===== src/rtl/controle_ula_seq_pkg.sv =====
// Shared types for the sequenced ALU control: select codes, opULA classes,
// funct values and the control FSM states.
package ula_pkg;

   typedef enum logic [3:0] {
      SEL_PASSA = 4'd0,
      SEL_SOMA  = 4'd1,
      SEL_SUB   = 4'd2,
      SEL_MULT  = 4'd3,
      SEL_DIV   = 4'd4,
      SEL_AND   = 4'd5,
      SEL_OR    = 4'd6,
      SEL_INV   = 4'd7,
      SEL_XOR   = 4'd8,
      SEL_SLL   = 4'd9,
      SEL_SRL   = 4'd10
   } sel_e;

   localparam logic [1:0] OP_PASSA = 2'b00;
   localparam logic [1:0] OP_FUNCT = 2'b01;
   localparam logic [1:0] OP_SUB   = 2'b10;
   localparam logic [1:0] OP_SOMA  = 2'b11;

   localparam logic [5:0] F_SOMA = 6'd0;
   localparam logic [5:0] F_SUB  = 6'd1;
   localparam logic [5:0] F_MULT = 6'd2;
   localparam logic [5:0] F_DIV  = 6'd3;
   localparam logic [5:0] F_AND  = 6'd4;
   localparam logic [5:0] F_OR   = 6'd5;
   localparam logic [5:0] F_INV  = 6'd6;
   localparam logic [5:0] F_XOR  = 6'd7;
   localparam logic [5:0] F_SLL  = 6'd8;
   localparam logic [5:0] F_SRL  = 6'd9;

   typedef enum logic {
      OCIOSO  = 1'b0,
      EXECUTA = 1'b1
   } estado_e;

endpackage


===== src/rtl/controle_ula_seq_decod_ula_funct.sv =====
// Combinational decode of {opULA, funct} into ALU select code, hold latency
// and an invalid-funct flag; shared with the hazard unit.
module decod_ula_funct
   import ula_pkg::*;
#(
   parameter int SELEC_W  = 4,
   parameter int LAT_MULT = 4,
   parameter int LAT_DIV  = 8,
   parameter int CNT_W    = 4
) (
   input  logic [1:0]         opULA_i,
   input  logic [5:0]         funct_i,
   output logic [SELEC_W-1:0] selec_o,
   output logic [CNT_W-1:0]   lat_o,
   output logic               invalido_o
);

   sel_e sel_s;

   always_comb begin
      sel_s      = SEL_PASSA;
      invalido_o = 1'b0;
      case (opULA_i)
         OP_PASSA: sel_s = SEL_PASSA;
         OP_SUB:   sel_s = SEL_SUB;
         OP_SOMA:  sel_s = SEL_SOMA;
         default: begin
            case (funct_i)
               F_SOMA:  sel_s = SEL_SOMA;
               F_SUB:   sel_s = SEL_SUB;
               F_MULT:  sel_s = SEL_MULT;
               F_DIV:   sel_s = SEL_DIV;
               F_AND:   sel_s = SEL_AND;
               F_OR:    sel_s = SEL_OR;
               F_INV:   sel_s = SEL_INV;
               F_XOR:   sel_s = SEL_XOR;
               F_SLL:   sel_s = SEL_SLL;
               F_SRL:   sel_s = SEL_SRL;
               default: invalido_o = 1'b1;
            endcase
         end
      endcase
   end

   always_comb begin
      lat_o = CNT_W'(1);
      if (sel_s == SEL_MULT) lat_o = CNT_W'(LAT_MULT);
      if (sel_s == SEL_DIV)  lat_o = CNT_W'(LAT_DIV);
   end

   assign selec_o = SELEC_W'(sel_s);

endmodule


===== src/rtl/controle_ula_seq.sv =====
// Sequenced ALU control: accepts an op via valid/ready, drives a registered
// select code for the op's latency, with busy/done/error pulses and cancel.
module controle_ula_seq
   import ula_pkg::*;
#(
   parameter int INSTR_W  = 32,
   parameter int SELEC_W  = 4,
   parameter int LAT_MULT = 4,
   parameter int LAT_DIV  = 8,
   parameter int CNT_W    = $clog2((LAT_MULT > LAT_DIV) ? LAT_MULT : LAT_DIV) + 1
) (
   input  logic               clk,
   input  logic               rst,
   input  logic [INSTR_W-1:0] instrucao,
   input  logic [1:0]         opULA,
   input  logic               valido_in,
   output logic               pronto_out,
   input  logic               descartar,
   output logic [SELEC_W-1:0] selec,
   output logic               selec_valido,
   output logic               ula_ocupada,
   output logic               fim_op,
   output logic               erro_funct
);

   estado_e            estado_q;
   logic [CNT_W-1:0]   cnt_q, cnt_d, lat_q;
   logic [SELEC_W-1:0] selec_q;
   logic               valido_q, ocupada_q, fim_q, erro_q;

   logic [SELEC_W-1:0] dec_selec;
   logic [CNT_W-1:0]   dec_lat;
   logic               dec_invalido;
   logic               aceita;
   logic               unused_bits;

   decod_ula_funct #(
      .SELEC_W  (SELEC_W),
      .LAT_MULT (LAT_MULT),
      .LAT_DIV  (LAT_DIV),
      .CNT_W    (CNT_W)
   ) u_decod (
      .opULA_i    (opULA),
      .funct_i    (instrucao[5:0]),
      .selec_o    (dec_selec),
      .lat_o      (dec_lat),
      .invalido_o (dec_invalido)
   );

   assign unused_bits = ^instrucao[INSTR_W-1:6];

   // Final cycle of an op is also a ready cycle, giving back-to-back issue.
   assign pronto_out = ((estado_q == OCIOSO) | fim_q) & ~descartar;
   assign aceita     = valido_in & pronto_out;
   assign cnt_d      = cnt_q + CNT_W'(1);

   always_ff @(posedge clk) begin
      if (rst) begin
         estado_q  <= OCIOSO;
         cnt_q     <= '0;
         lat_q     <= CNT_W'(1);
         selec_q   <= '0;
         valido_q  <= 1'b0;
         ocupada_q <= 1'b0;
         fim_q     <= 1'b0;
         erro_q    <= 1'b0;
      end else begin
         erro_q <= 1'b0;
         if (aceita) begin
            estado_q  <= EXECUTA;
            cnt_q     <= '0;
            lat_q     <= dec_lat;
            selec_q   <= dec_selec;
            valido_q  <= 1'b1;
            fim_q     <= (dec_lat == CNT_W'(1));
            ocupada_q <= (dec_lat != CNT_W'(1));
            erro_q    <= dec_invalido;
         end else if (estado_q == EXECUTA) begin
            if (descartar || fim_q) begin
               estado_q  <= OCIOSO;
               cnt_q     <= '0;
               valido_q  <= 1'b0;
               fim_q     <= 1'b0;
               ocupada_q <= 1'b0;
            end else begin
               cnt_q     <= cnt_d;
               fim_q     <= (cnt_d == lat_q - CNT_W'(1));
               ocupada_q <= (cnt_d != lat_q - CNT_W'(1));
            end
         end
      end
   end

   assign selec        = selec_q;
   assign selec_valido = valido_q;
   assign ula_ocupada  = ocupada_q;
   assign fim_op       = fim_q;
   assign erro_funct   = erro_q;

endmodule


===== config.mk =====
export PLATFORM = sky130hd
export DESIGN_NAME = controle_ula_seq
export DESIGN_NICKNAME = d
export VERILOG_FILES = /design/src/rtl/controle_ula_seq_pkg.sv /design/src/rtl/controle_ula_seq_decod_ula_funct.sv /design/src/rtl/controle_ula_seq.sv
export SDC_FILE = /design/constraint.sdc
export NUM_CORES = 1
export LEC_CHECK = 0
export ABC_AREA = 0
export CORE_MARGIN = 1.5
export CORE_UTILIZATION = 35
export CTS_CLUSTER_DIAMETER = 80
export DETAILED_ROUTE_END_ITERATION = 10
export HOLD_SLACK_MARGIN = 0.03
export PLACE_DENSITY_LB_ADDON = 0.2
export SETUP_SLACK_MARGIN = 0.15
export SLEW_MARGIN = 30
export SYNTH_ARGS = -nofsm -noshare
export SYNTH_HDL_FRONTEND = slang
export SYNTH_SLANG_ARGS = --single-unit

===== constraint.sdc =====
create_clock -name clk -period 2.7 [get_ports clk]
set_input_delay 0.405 -clock clk [delete_from_list [all_inputs] [get_ports clk]]
set_output_delay 0.405 -clock clk [all_outputs]
set_load 0.005 [all_outputs]

==> impl_metrics.py <==
metrics = {
    "finish": {
        "fillers": 242,
        "diodes": 0,
        "layoutNonFillerInstCount": 156,
        "area_delta_synth_final_pct": 26.24,
        "design.final.nets": 168,
        "share_of_layout_cells_above_drive_strength_1_pct": 11.90,
        "layout.core_utilization_pct": 47.20,
    },
    "sta": {
        "maxClockFrequency_mhz": 533.2,
        "final_report_setup_violation_count": 0,
        "period_minus_slack_ns": 1.876,
        "setup_tns_ns": 0,
        "worst_pin_slew_ns": 0.4932,
        "final-hold-violation-count": 0,
        "clock_skew_ns": 0.003954,
        "fin_crit_sh_pct": 69.47,
        "rsz0062_at_grt": "no",
        "timing_max_transition_violations_final": 0,
        "fin_ws_ns": 0.8244,
        "worst_slew_margin_rel_pct": 67.02,
    },
    "pwr": {
        "total_power_w": 0.0004679,
        "cellPowerDensity_nw_per_um2": 396.6,
        "p_leak_nw": 0.4389,
        "ir_worst_vdd_mv": 0.2759,
    },
    "clock_tree": {
        "holdBufCountCts": 0,
        "cts-buffers-inserted": 3,
        "cts.reportedPaths.clkPinSlew_ns": 0.08,
        "cts_max_path_buffers": 2,
        "clock_sink_count": 16,
        "clock_insertion_delay_worst_skew_ns": 0.29,
        "tritoncts": "built",
        "cts.root.buffer_cell": "sky130_fd_sc_hd__clkbuf_4",
        "ctsResizeCount": 0,
        "h-tree-depth": 1,
        "post-cts-setup-buffers": 0,
    },
    "min_path": {
        "hold_path.startpoint": "selec[0]",
        "holdPathEnd": "selec[0]",
        "hold_class": "flop to flop",
        "worstHoldPathCells": 2,
    },
    "yosys": {
        "synth_top_cells_by_count": "16 x sky130_fd_sc_hd__dfxtp_1, 13 x sky130_fd_sc_hd__a21oi_1, 10 x sky130_fd_sc_hd__nand2_1, 6 x sky130_fd_sc_hd__inv_1",
        "synthXorXnorAreaFrac_pct": 5.221,
        "synthFlopType": "sky130_fd_sc_hd__dfxtp_1",
        "synth_warnings": 0,
        "asyncSetResetFlopFracSynth_pct": 0,
        "synth_seq_cells": 16,
        "largest_cells_by_area_after_synthesis": "sky130_fd_sc_hd__dfxtp_1 34%, sky130_fd_sc_hd__a21oi_1 7.0%, sky130_fd_sc_hd__nand2_1 4.0%",
        "synthesis.area_um2": 934.6,
        "seq_area_frac_synth_pct": 34.27,
        "synth-edff-count": 0,
        "synthMostInstantiatedCell": "sky130_fd_sc_hd__dfxtp_1",
        "syn-num-nets": 145,
        "synth_simple_gate_area_share_pct": 29.05,
        "netlist.top_cell.by_area": "sky130_fd_sc_hd__dfxtp_1",
        "synthCells": 105,
        "synth_area_in_compound_gates_pct": 21.69,
        "mean_area_per_synthesized_cell_um2": 8.901,
        "synth_cell_type_count": 45,
        "yosysTopAreaCellShare_pct": 34.27,
        "synth_top_family_by_area": "simple AND/OR/NAND/NOR gates",
        "synth.mux.area_fraction_pct": 2.276,
        "synth_fa_ha_area_share_pct": 2.677,
    },
    "critical_path": {
        "type_of_element_launching_the_critical_path": "input pin",
        "r2r_slack_ns": 1.18,
        "worst_path_largest_cell_delay_ns": 0.50,
        "path_delay_family": "buffers and inverters",
        "worst_setup_path_end_kind": "output port",
        "slowest_stage": "sky130_fd_sc_hd__clkdlybuf4s50_1",
        "regToRegEndpoint": "cnt_q[3]",
        "cp_cell_sequence": "clkdlybuf4s50_1 > nor2_1 > clkdlybuf4s50_1",
        "timing_worst_setup_path_type": "input pin to output port",
        "critPathBufInv": 2,
        "crit_required_ns": 2.30,
        "critPathArrivalTime_ns": 1.47,
        "critical_path.reg2reg.startpoint": "estado_q",
        "worst_path_most_repeated_cell": "sky130_fd_sc_hd__clkdlybuf4s50_1",
        "worst-path-max-fanout": 4,
        "worstRegToRegCells": 4,
    },
    "floorplan": {
        "die_width_um": 54.68,
        "num_io_pins": 47,
        "die_y_um": 54.68,
        "initial_utilization_pct": 37.39,
        "fp.dieArea_um2": 2989,
        "core-area_um2": 2500,
        "row_count": 18,
    },
    "global_routing": {
        "track_usage_pct": 16.04,
        "grt_pass1_vias": 772,
        "global_route.usage.met2_pct": 24.01,
        "grt_remaining_overflow": 0,
        "globalRouteMet3Util_pct": 5.738,
        "top_usage_layer": "met2",
        "antenna_found_initial": 0,
        "grt_pass1_wl_um": 3450,
        "globalRouteMet1Util_pct": 21.83,
        "grt_max_degree": 15,
    },
    "detailed_routing": {
        "via_count_of_the_routed_design": 823,
        "drt_pass1_iterations": 4,
        "viasPerCell": 5.276,
        "total_wirelength_um": 1954,
        "postRouteAntennaNets": 0,
        "drt_drc_violations_left": 0,
        "drt_iter0_drc": 13,
        "drt-wirelength-per-cell_um": 12.53,
    },
    "placed_design": {
        "port_buffers": 20,
        "number_of_placed_instances_taps_included": 153,
        "hpwlAfterDp_um": 1438,
        "place_ws_ns": 0.5887,
        "gp_routability_congestion": 0.7739,
    },
    "run": {
        "maxCapViolations": 0,
    },
    "run_status": {
        "outcome": "complete, no violations",
    },
}
## sequential cells by signal (all words and copies together), names as in the netlist
signal        cells
fim_op            1
ula_ocupada       1
cnt_q             4
selec             4
erro_funct        1
lat_q             3
selec_valido      1
estado_q          1
## per-stage QoR
stage	instance area [um2]	hold slack, ns
final	1180	0.4564
after global placement	1157	0.4408
after global routing	1180	0.4790
after floorplan	934.6	0.4363
after CTS	1180	0.4619
after detailed placement	1157	0.4498
## cell usage in the layout, fill, tap and decap left out, types with 2 or more instances in the layout
cell type / count
sky130_fd_sc_hd__a21oi_1: 13
sky130_fd_sc_hd__clkbuf_4: 3
sky130_fd_sc_hd__clkdlybuf4s50_1: 20
sky130_fd_sc_hd__dfxtp_1: 16
sky130_fd_sc_hd__ha_1: 2
sky130_fd_sc_hd__inv_1: 6
sky130_fd_sc_hd__nand2_1: 10
sky130_fd_sc_hd__nand3_1: 2
sky130_fd_sc_hd__nor2_1: 5
sky130_fd_sc_hd__nor2b_1: 2
sky130_fd_sc_hd__nor3_1: 5
sky130_fd_sc_hd__nor3b_1: 2
sky130_fd_sc_hd__o211a_1: 2
sky130_fd_sc_hd__o21ai_0: 4
sky130_fd_sc_hd__or3b_1: 2
sky130_fd_sc_hd__xnor2_1: 3
## cells by family after synthesis
logic type / Yosys count
muxes: 2
DFF: 16
buffers and inverters: 9
AOI/OAI and AO/OA: 30
adders and majority gates: 2
and+or+nand+nor: 42
xor gates and xnor gates: 4
## worst reg2reg max path: cells and delay by family, from the launching register on
family	cells	cell delay [ns]
AO/OA/AOI/OAI	2	0.32
flip-flops	1	0.48
AND/OR/NAND/NOR	2	0.64
## final cells by class
| type | instances | area, um2 | area share [%] |
|---|---|---|---|
| multi-input combinational | 80 | 569.3 | 48.25 |
| clock buffer | 3 | 22.52 | 1.909 |
| inverter | 6 | 22.52 | 1.909 |
| timing repair buffer | 21 | 207.7 | 17.60 |
| sequential | 16 | 320.3 | 27.15 |
| tap | 30 | 37.54 | 3.181 |
## report_power, final
group / internal (W) / switching, W / leakage [nW]
sequential: 0.000244 / 0.00000767 / 0.130
combinational: 0.0000504 / 0.0000420 / 0.295
clock: 0.0000519 / 0.0000723 / 0.0138
## how the worst max path moves through the flow
| stage | depth (start not counted) | start | to | slack, ns |
|---|---|---|---|---|
| finish | 3 | descartar | pronto_out | 0.82 |
| global route | 3 | estado_q | pronto_out | 0.72 |
| CTS | 3 | estado_q | pronto_out | 0.81 |
| detailed placement | 5 | opULA[0] | lat_q[0] | 0.59 |
| global placement | 5 | opULA[0] | fim_op | 0.60 |
| floorplan | 4 | instrucao[5] | lat_q[0] | 1.15 |
## routing by layer
metal | share of wire (%) | vias to the layer above | wire length (um)
li1 | - | 429 | -
met1 | 50 | 374 | 986
met2 | 44 | 18 | 865
met3 | 4.6 | 2 | 89
met4 | 0.61 | 0 | 12
met5 | 0 | - | 0
No activity file was read; power rests on OpenSTA's default activity.
